<file path="src/rtl/btn_to_dir_pkg.sv">
// Shared definitions for the button-to-direction path: direction codes,
// FSM state type and the lowest-set-index priority encoder.
package btn_to_dir_pkg;

   // Direction codes line up with the one-hot LED encoding: bit i <-> code i.
   localparam logic [1:0] DIR_0 = 2'd0;
   localparam logic [1:0] DIR_1 = 2'd1;
   localparam logic [1:0] DIR_2 = 2'd2;
   localparam logic [1:0] DIR_3 = 2'd3;

   typedef enum logic {
      IDLE = 1'b0,
      HELD = 1'b1
   } state_t;

   function automatic logic [1:0] lowest_dir(input logic [3:0] v);
      logic [1:0] d;
      if (v[0])      d = DIR_0;
      else if (v[1]) d = DIR_1;
      else if (v[2]) d = DIR_2;
      else           d = DIR_3;
      return d;
   endfunction

endpackage

</file>
<file path="src/rtl/btn_to_dir_debounce.sv">
// Two-flop synchroniser plus whole-vector debounce: a new vector is accepted
// only after it has stayed unchanged for DEBOUNCE_CYCLES clocks.
module btn_debounce #(
   parameter  int unsigned WIDTH           = 4,
   parameter  int unsigned DEBOUNCE_CYCLES = 250000,
   localparam int unsigned CNT_W           = $clog2(DEBOUNCE_CYCLES + 1)
) (
   input  logic             i_clk,
   input  logic             i_rst_n,
   input  logic [WIDTH-1:0] i_raw,
   output logic [WIDTH-1:0] o_stable,
   output logic             o_busy
);

   localparam logic [CNT_W-1:0] CNT_MAX = CNT_W'(DEBOUNCE_CYCLES - 1);

   logic [WIDTH-1:0] r_meta;
   logic [WIDTH-1:0] r_sync;
   logic [WIDTH-1:0] r_cand;
   logic [WIDTH-1:0] r_stable;
   logic [CNT_W-1:0] r_cnt;

   always_ff @(posedge i_clk or negedge i_rst_n) begin
      if (!i_rst_n) begin
         r_meta   <= '0;
         r_sync   <= '0;
         r_cand   <= '0;
         r_stable <= '0;
         r_cnt    <= '0;
      end else begin
         r_meta <= i_raw;
         r_sync <= r_meta;
         // Any movement of the synchronised vector restarts qualification.
         if (r_sync != r_cand) begin
            r_cand <= r_sync;
            r_cnt  <= '0;
         end else if (r_cnt == CNT_MAX) begin
            r_stable <= r_cand;
         end else begin
            r_cnt <= r_cnt + CNT_W'(1);
         end
      end
   end

   assign o_stable = r_stable;
   assign o_busy   = (r_cand != r_stable);

endmodule

</file>
<file path="src/rtl/btn_to_dir.sv">
// Debounced four-button input to 2-bit direction number, pressed flag and a
// one-cycle strobe on each new direction command.
module btn_to_dir
   import btn_to_dir_pkg::*;
#(
   parameter int unsigned DEBOUNCE_CYCLES = 250000
) (
   input  logic       clk,
   input  logic       rst_n,
   input  logic [3:0] btn,
   output logic [1:0] num,
   output logic       pressed,
   output logic       dir_strobe,
   output logic       busy
);

   logic [3:0] w_stable;
   logic       w_busy;

   btn_debounce #(
      .WIDTH           (4),
      .DEBOUNCE_CYCLES (DEBOUNCE_CYCLES)
   ) u_debounce (
      .i_clk    (clk),
      .i_rst_n  (rst_n),
      .i_raw    (btn),
      .o_stable (w_stable),
      .o_busy   (w_busy)
   );

   state_t     r_state;
   logic [1:0] r_num;
   logic       r_pressed;
   logic       r_strobe;

   state_t     w_state_nxt;
   logic [1:0] w_num_nxt;
   logic       w_pressed_nxt;
   logic       w_strobe_nxt;

   always_ff @(posedge clk or negedge rst_n) begin
      if (!rst_n) begin
         r_state   <= IDLE;
         r_num     <= DIR_0;
         r_pressed <= 1'b0;
         r_strobe  <= 1'b0;
      end else begin
         r_state   <= w_state_nxt;
         r_num     <= w_num_nxt;
         r_pressed <= w_pressed_nxt;
         r_strobe  <= w_strobe_nxt;
      end
   end

   always_comb begin
      w_state_nxt   = r_state;
      w_num_nxt     = r_num;
      w_pressed_nxt = r_pressed;
      w_strobe_nxt  = 1'b0;
      case (r_state)
         IDLE: begin
            if (w_stable != 4'b0000) begin
               w_state_nxt   = HELD;
               w_num_nxt     = lowest_dir(w_stable);
               w_pressed_nxt = 1'b1;
               w_strobe_nxt  = 1'b1;
            end
         end
         HELD: begin
            // The held direction keeps priority while its button stays down.
            if (w_stable == 4'b0000) begin
               w_state_nxt   = IDLE;
               w_pressed_nxt = 1'b0;
            end else if (!w_stable[r_num]) begin
               w_num_nxt    = lowest_dir(w_stable);
               w_strobe_nxt = 1'b1;
            end
         end
         default: begin
            w_state_nxt = IDLE;
         end
      endcase
   end

   assign num        = r_num;
   assign pressed    = r_pressed;
   assign dir_strobe = r_strobe;
   assign busy       = w_busy;

endmodule

</file>
<file path="config.mk">
export PLATFORM = sky130hd
export DESIGN_NAME = btn_to_dir
export DESIGN_NICKNAME = d
export VERILOG_FILES = /design/src/rtl/btn_to_dir_pkg.sv /design/src/rtl/btn_to_dir_debounce.sv /design/src/rtl/btn_to_dir.sv
export SDC_FILE = /design/constraint.sdc
export NUM_CORES = 1
export LEC_CHECK = 0
export CELL_PAD_IN_SITES_DETAIL_PLACEMENT = 1
export CELL_PAD_IN_SITES_GLOBAL_PLACEMENT = 2
export CORE_ASPECT_RATIO = 1.75
export CORE_UTILIZATION = 28
export DETAILED_ROUTE_END_ITERATION = 6
export PLACE_DENSITY = 0.7
export SYNTH_ARGS = -nofsm -noshare
export SYNTH_HDL_FRONTEND = slang
export SYNTH_SLANG_ARGS = --single-unit
export TNS_END_PERCENT = 5
</file>
<file path="constraint.sdc">
create_clock -name clk -period 2 [get_ports clk]
set_input_delay 0.3 -clock clk [delete_from_list [all_inputs] [get_ports clk]]
set_output_delay 0.3 -clock clk [all_outputs]
set_load 0.02 [all_outputs]
</file>
# Word-level counts from Yosys, hierarchy flattened
# Index checks and enable logic that the tools add are counted.
[totals] regBits=39 input_bits=6 output_inout_bits=5 word_cells=46
[op_classes] addsub=1 order_cmp=1 eq_ne=8 n_mux=20 bitwise=2 reduce_logical=5
[op_table] op="$mux 18" count=2
[op_table] op="$add 18x1->18 const B" count=1
[op_table] op="$eq 18x18->1 const B" count=1
[op_table] op="$mux 2" count=5
[op_table] op="$mux 1" count=8
[op_table] op="$ne 4x4->1" count=2
[op_table] op="$ne 2x2->1 const B" count=3
[op_table] op="$pmux 1 s2" count=3
[op_table] op="$logic_not 4->1" count=1
[op_table] op="$ne 2x1->1 const B" count=2
[op_table] op="$pmux 2 s2" count=1
[op_table] op="$reduce_and 2->1" count=2
[op_table] op="$reduce_bool 4->1" count=1
[op_table] op="$lt 2x3->1 const B" count=1
[op_table] op="$reduce_and 3->1" count=1
[op_table] op="$bmux 1 s2" count=1
[op_table] op="$not 1->1" count=2

# Logic depth before layout (Yosys ltp)
# Gate-level depths: netlist of the first run.
[depth] ltp_word=6 mapped_depth=7 ltp_nobuf=7

# Hierarchy
# Synthesis of the first run repeated with hierarchy kept, for this count alone.
[unflattened] hier_cells=165 hier_area_um2=1808.0
[by_module_without_submodules] mod="btn_debounce" n_inst=1 cells_per_inst=138 area_per_inst_um2=1527.7
[by_module_without_submodules] mod="btn_to_dir" n_inst=1 cells_per_inst=27 area_per_inst_um2=280.3

# Worst setup path before layout of the first run
# No wires, ideal clock.
[synth_path] kind="reg2reg" startpoint="reg u_debounce.r_cnt[5]" endpoint="reg u_debounce.r_stable[0] (netlist: u_debounce.o_stable[0])" setup_time_ns=0.125 arrival_ns=1.850 required_ns=1.875 path_slack_ns=0.025 path_stages_with_launch=5 synth_period_minus_slack_ns=1.975 path_cell_list="dfrtp_1 or3b_2 nor3_1 nor3b_4 mux2_2"
[synth_between] elab_chain_len=2
[synth_rtl] element="start, declared" line="btn_to_dir_debounce.sv:21" source="logic [CNT_W-1:0] r_cnt;"
[synth_rtl] element="start signal, assigned" line="btn_to_dir_debounce.sv:40" source="r_cnt <= r_cnt + CNT_W'(1);"
[synth_rtl] element="$eq 18x18->1" line="btn_to_dir_debounce.sv:37" source="end else if (r_cnt == CNT_MAX) begin"
[synth_rtl] element="$reduce_and 2->1 (no source line)"
[synth_rtl] element="end signal, assigned" line="btn_to_dir_debounce.sv:38" source="r_stable <= r_cand;"
[synth_rtl] element="end, declared" line="btn_to_dir_debounce.sv:20" source="logic [WIDTH-1:0] r_stable;"
# No other way between the ends.
# A chain may end at the register's enable or synchronous reset.

# Worst setup path in the final report of the first run
[layout_path] startpoint="reg u_debounce.r_cnt[7]" endpoint="reg u_debounce.r_cnt[17]"
[layout_between] elab_chain_len=3 word_cells_on_any_way=5
[layout_rtl] element="$add 18x1->18" line="btn_to_dir_debounce.sv:40"
[layout_rtl] element="$mux 18" line="btn_to_dir_debounce.sv:37"
[layout_rtl] element="$mux 18" line="btn_to_dir_debounce.sv:34" source="if (r_sync != r_cand) begin"
# Parallel ways exist; a longest one is shown, timed or not. The select of a mux whose other input is x is not followed.

==> results of run 1 <==
==> worst paths after layout <==
path                                                     to  slack, ps  cells after the start
max in group asynchronous   u_debounce.r_cnt[6]$_DFFE_PN0P_       1300                      3
min in group asynchronous                num[0]$_DFFE_PN0P_        490                      3
max reg2reg                u_debounce.r_cnt[17]$_DFFE_PN0P_         80                      4
min reg2reg                  u_debounce.r_sync[0]$_DFF_PN0_        350                      0
min                          u_debounce.r_sync[0]$_DFF_PN0_        350                      0
max                        u_debounce.r_cnt[17]$_DFFE_PN0P_         80                      4
==> worst register-to-register path: cells and delay by family, from the launching register on <==
kind            cells  cell delay [ps]
simple gates        3             1240
compound gates      1              160
flops               1              450
==> repair_timing <==
item / CTS / global route
resized for setup: 0 / 4
hold endpoints to repair: 39 / 0
hold buffers: 1 / 0
endpoints found under the setup margin: 0 / 6
==> per-stage QoR <==
stage	cells	power, µW
after detailed placement	257	884.4
after global placement	257	881.2
after floorplan	167	848.1
after CTS	266	1585
final	266	1565
after global routing	266	1622
==> flip-flops by register name, summed over array words and instances (netlist names) <==
| signal | cells |
|---|---|
| pressed | 1 |
| u_debounce.r_cnt | 18 |
| u_debounce.r_meta | 4 |
| r_state | 1 |
| num | 2 |
| u_debounce.r_cand | 4 |
| dir_strobe | 1 |
| u_debounce.o_stable | 4 |
| u_debounce.r_sync | 4 |
==> cell type report <==
type	count	area, µm²
Fill cell	697	4034
Clock inverter	3	47.55
Tap cell	80	100.1
Clock buffer	5	68.82
Multi-Input combinational cell	114	800.8
Inverter	6	22.52
Timing Repair Buffer	19	177.7
Sequential cell	39	977.2
==> kinds of logic after synthesis <==
family                   count (synthesis)
AO/OA/AOI/OAI                           19
XOR/XNOR                                17
adder cells (fa/ha/maj)                  4
buffers and inverters                   14
flip-flops                              39
multiplexers                            10
AND/OR/NAND/NOR                         64
==> layout by cell type (no fill, tap or decap), types with 2 or more instances in the layout <==
cell | synthesis | layout
xor2_1 | 4 | 4
clkdlybuf4s50_1 | 0 | 9
nor2_1 | 18 | 18
clkbuf_8 | 0 | 5
buf_4 | 0 | 7
nor4_1 | 2 | 2
nand3_1 | 7 | 7
xnor2_1 | 13 | 13
a21oi_1 | 10 | 10
nand4_1 | 5 | 5
nand2_1 | 12 | 12
ha_1 | 4 | 4
and2_1 | 2 | 2
nor3_1 | 4 | 3
and4_1 | 2 | 2
mux2_2 | 9 | 9
inv_1 | 6 | 6
dfrtp_1 | 39 | 38
o21ai_0 | 4 | 4
==> layer usage <==
metal	global-route usage	part of all wire	vias up
li1	-	-	609
met1	0.1328	0.39	666
met2	0.2535	0.57	11
met3	0.03481	0.022	6
met4	0.07143	0.020	0
met5	0	0	-
==> power by group <==
group | switching [µW] | internal [µW] | leakage [µW]
clock network | 319 | 378 | 0.0000587
registers | 9.96 | 801 | 0.000515
logic | 31.0 | 25.6 | 0.000353
==> impl_metrics.env, run 1 <==
export IMPL_yosysSeqAreaShare=0.5376
export IMPL_dr_total_vias=1292
export IMPL_fp_dieH_um=108.5
export IMPL_cts_max_path_buffers=2
export IMPL_max_clock_freq_mhz=521.1
export IMPL_synth_simple_area_share=0.1957
export IMPL_fin_setup_tns_ps=0
export IMPL_yosys_top_cells_area="dfrtp_1 54%, xnor2_1 6.3%, mux2_2 5.6%, nor2_1 3.7%, a21oi_1 2.8%"
export IMPL_core_area_mm2=0.006228
export IMPL_wire_per_inst_um=14.97
export IMPL_max_cap_violations=0
export IMPL_syn_inst=167
export IMPL_port_buffers=10
export IMPL_fin_area_mm2=0.002195
export IMPL_synthDistinctLibCells=36
export IMPL_min_path_type="reg2reg"
export IMPL_avgSynthCellArea_um2=10.87
export IMPL_drive_gt1_frac=0.1935
export IMPL_routabilityCongestion=0.7369
export IMPL_cts_htree_levels=2
export IMPL_synth_compound_area_frac=0.05996
export IMPL_nets=195
export IMPL_numCtsBuffers=5
export IMPL_critical_path_top_delay_family="simple AND/OR/NAND/NOR gates"
export IMPL_diodes=0
export IMPL_rsz0062_at_grt="no"
export IMPL_place_worst_setup_slack_ps=26.18
export IMPL_ant_nets=0
export IMPL_synth_nets=177
export IMPL_crit_fanout=5
export IMPL_drt_iter0_markers=30
export IMPL_holdWs_ps=354.7
export IMPL_grt_ovfl_total=0
export IMPL_dpl_cell_area_mm2=0.002053
export IMPL_io_pins=11
export IMPL_drc=0
export IMPL_worstMarginPinSlew_ps=586.9
export IMPL_grt_pass1_wl_um=6920
export IMPL_cts_sinks=39
export IMPL_worstSetupStartpoint="u_debounce.r_cnt[7]$_DFFE_PN0P_"
export IMPL_grt_max_degree=40
export IMPL_viasPerCell=4.857
export IMPL_wl_um=3982
export IMPL_netlist_area_leader_share=0.5376
export IMPL_endpoint_kind="flip-flop"
export IMPL_dp_hpwl_um=2942
export IMPL_first_global_vias=1432
export IMPL_die_area_mm2=0.006823
export IMPL_synth_top_family_by_area="simple AND/OR/NAND/NOR gates"
export IMPL_yosysWarnings=0
export IMPL_timing_final_crit_share=0.9594
export IMPL_synthesis_area_mm2=0.001815
export IMPL_hold_violations=0
export IMPL_p_per_area_mw_per_mm2=713.1
export IMPL_syn2layout_area_growth_pct=20.88
export IMPL_cp_data_arrival_time_ps=2160
export IMPL_synth_xor_area_frac=0.08201
export IMPL_synth_top_flop_cell="dfrtp_1"
export IMPL_skew_ps=6.087
export IMPL_timing_final_crit_period_ps=1919
export IMPL_leakage_uw=0.0009267
export IMPL_min_from="u_debounce.r_meta[0]$_DFF_PN0_"
export IMPL_setup_slack_ps=81.12
export IMPL_rows=38
export IMPL_drtPass1Iterations=4
export IMPL_clk_latency_ps=310
export IMPL_start_util=0.2915
export IMPL_slowest_delay_ps=590
export IMPL_synth_top_cell_by_area="dfrtp_1"
export IMPL_crit_path_start_kind="flip-flop"
export IMPL_async_flop_share=1.000
export IMPL_slew_limit_headroom=0.6051
export IMPL_critPathKind="reg2reg"
export IMPL_crit_chain="nand4_2, or4_4, or4_1, a21oi_1"
export IMPL_root_buffer="clkbuf_8"
export IMPL_synth_most_common_cell="dfrtp_1"
export IMPL_slowest_stage="or4_4"
export IMPL_synth_edf_count=0
export IMPL_grt_use_total=0.1351
export IMPL_die_w_um=62.87
export IMPL_synthAdderAreaFrac=0.02757
export IMPL_ys_top_cells_by_count="39 x dfrtp_1, 18 x nor2_1, 13 x xnor2_1, 12 x nand2_1, 10 x a21oi_1"
export IMPL_synth_seq_cells=39
export IMPL_cp_num_buf_inv=0
export IMPL_setup_violations=0
export IMPL_synthMuxAreaShare=0.06823
export IMPL_status="completed"
export IMPL_fin_util=0.3524
export IMPL_r2r_start="u_debounce.r_cnt[7]$_DFFE_PN0P_"
export IMPL_worstPathRequired_ps=2240
export IMPL_maxSlewViolCount=0
export IMPL_cts_setup_buffers=0
export IMPL_antenna_found_initial=0
export IMPL_ir_drop_mv=0.3239
export IMPL_cts_tree="done"
export IMPL_clk_pin_slew_ps=90
Power figures use the tool's default switching activity.
==> run 2, diff against run 1 <==
Settings changed: CORE_MARGIN from default to 1, GPL_TIMING_DRIVEN from default to 0.
==> impl_metrics.env, run 2 (synthesis gave the netlist of run 1 again) <==
export IMPL_setup_violations=0
export IMPL_max_cap_violations=0
export IMPL_core_area_mm2=0.006228
export IMPL_rsz0062_at_grt="yes"
export IMPL_numCtsBuffers=5
export IMPL_routabilityCongestion=0.7095
export IMPL_first_global_vias=1442
export IMPL_dr_total_vias=1296
export IMPL_rows=38
export IMPL_cts_sinks=39
export IMPL_clk_latency_ps=300
export IMPL_clk_pin_slew_ps=90
export IMPL_min_path_type="in2async"
export IMPL_die_area_mm2=0.006823
export IMPL_timing_final_crit_period_ps=1925
export IMPL_p_per_area_mw_per_mm2=774.4
export IMPL_instances_no_fill=266
export IMPL_pwr_share_comb=0.031
export IMPL_wl_um=3821
export IMPL_crit_fanout=4
export IMPL_drive_gt1_frac=0.1667
export IMPL_clkPwrFrac=0.487
export IMPL_ir_drop_mv=0.2838
export IMPL_maxSlewViolCount=0
export IMPL_root_buffer="clkbuf_8"
export IMPL_hold_violations=0
export IMPL_cts_tree="done"
export IMPL_switching_power_uw=355.4
export IMPL_cts_hold_buf=0
export IMPL_leakage_uw=0.0009074
export IMPL_drtPass1Iterations=3
export IMPL_crit_path_start_kind="flip-flop"
export IMPL_port_buffers=10
export IMPL_dp_cells=257
export IMPL_grt_use_total=0.1360
export IMPL_timing_final_crit_share=0.9627
export IMPL_p_int_uw=1329
export IMPL_final_cell_mix="37 x dfrtp_1, 18 x nor2_1, 13 x xnor2_1"
export IMPL_viasPerCell=4.872
export IMPL_cts_htree_levels=2
export IMPL_skew_ps=6.272
export IMPL_max_clock_freq_mhz=519.4
export IMPL_critPathKind="reg2reg"
export IMPL_fp_dieH_um=108.5
export IMPL_cp_data_arrival_time_ps=2110
export IMPL_dp_hpwl_um=2807
export IMPL_r2r_start="u_debounce.r_cnt[0]$_DFFE_PN0P_"
export IMPL_grt_pass1_wl_um=7120
export IMPL_slowest_stage="dfrtp_1"
export IMPL_drc=0
export IMPL_drt_iter0_markers=31
export IMPL_io_pins=11
export IMPL_status="completed"
export IMPL_slew_limit_headroom=0.4087
export IMPL_critical_path_top_delay_family="simple AND/OR/NAND/NOR gates"
export IMPL_finalPower_uw=1685
export IMPL_p_sw_frac=0.2109
export IMPL_worstMarginPinSlew_ps=886.9
export IMPL_fin_area_mm2=0.002176
export IMPL_grt_ovfl_total=0
export IMPL_grt_max_degree=40
export IMPL_worstSetupStartpoint="u_debounce.r_cnt[0]$_DFFE_PN0P_"
export IMPL_antenna_found_initial=0
export IMPL_start_util=0.2915
export IMPL_nets=195
export IMPL_diodes=0
export IMPL_largest_reg_flops=18
export IMPL_worstPathRequired_ps=2180
export IMPL_syn2layout_area_growth_pct=19.85
export IMPL_holdWs_ps=116.7
export IMPL_endpoint_kind="flip-flop"
export IMPL_cts_max_path_buffers=2
export IMPL_crit_chain="ha_1, nand3_1, nor3_4, nor3b_4, mux2_2"
export IMPL_pwr_share_seq=0.481
export IMPL_slowest_delay_ps=400
export IMPL_wire_per_inst_um=14.36
export IMPL_ant_nets=0
export IMPL_final_common_cell="dfrtp_1"
export IMPL_dpl_cell_area_mm2=0.002011
export IMPL_cp_num_buf_inv=0
export IMPL_regMostFlops="u_debounce.r_cnt"
export IMPL_die_w_um=62.87
run 2: power groups by stage:
stage	combinational, µW	sequential (µW)	clock, µW
detailed placement	55.0	827	0
CTS	54.8	812	844
finish	53.1	811	821
global placement	52.7	826	0
global route	60.9	813	872
floorplan	23.4	825	0
run 2: layer usage:
metal | global-route usage | part of all wire | vias up
met4 | 0.06645 | 0.033 | 0
met2 | 0.2488 | 0.55 | 18
met1 | 0.1468 | 0.39 | 653
met3 | 0.02637 | 0.023 | 12
met5 | 0 | 0 | -
li1 | - | - | 613
run 2: layout make-up:
| cell class | count | area, µm² |
|---|---|---|
| well taps | 80 | 100.1 |
| plain buffers | 8 | 31.28 |
| inverters | 6 | 22.52 |
| repair buffers | 11 | 102.6 |
| flip-flops and latches | 39 | 978.4 |
| multi-input cells | 114 | 800.8 |
| clock inverters | 3 | 71.32 |
| fillers | 688 | 4053 |
| clock buffers | 5 | 68.82 |
run 2: final timing paths:
| path | endpoint | slack (ps) | depth (start not counted) |
|---|---|---|---|
| min reg2reg | u_debounce.r_sync[1]$_DFF_PN0_ | 350 | 0 |
| max in group asynchronous | u_debounce.r_cnt[5]$_DFFE_PN0P_ | 1270 | 1 |
| max reg2reg | u_debounce.o_stable[1]$_DFFE_PN0P_ | 70 | 5 |
| max | u_debounce.o_stable[1]$_DFFE_PN0P_ | 70 | 5 |
| min | num[0]$_DFFE_PN0P_ | 120 | 1 |
| min in group clk | u_debounce.r_sync[1]$_DFF_PN0_ | 350 | 0 |
run 2: stage by stage:
step	utilization	setup WS (ps)	TNS, ps
6_report	0.3493	74.60	0
4_1_cts	0.3485	3.767	0
2_1_floorplan	-	25.37	0
5_1_grt	0.3493	-41.17	-134.6
3_3_place_gp	0.3236	-250.0	-10560
3_5_place_dp	0.3228	-273.8	-1050
run 2: timing repair:
action | in CTS | in global routing
pin swaps | 1 | 0
resized for setup | 3 | 3
setup buffers | 1 | 0
gates cloned | 0 | 0
endpoints found under the setup margin | 4 | 15
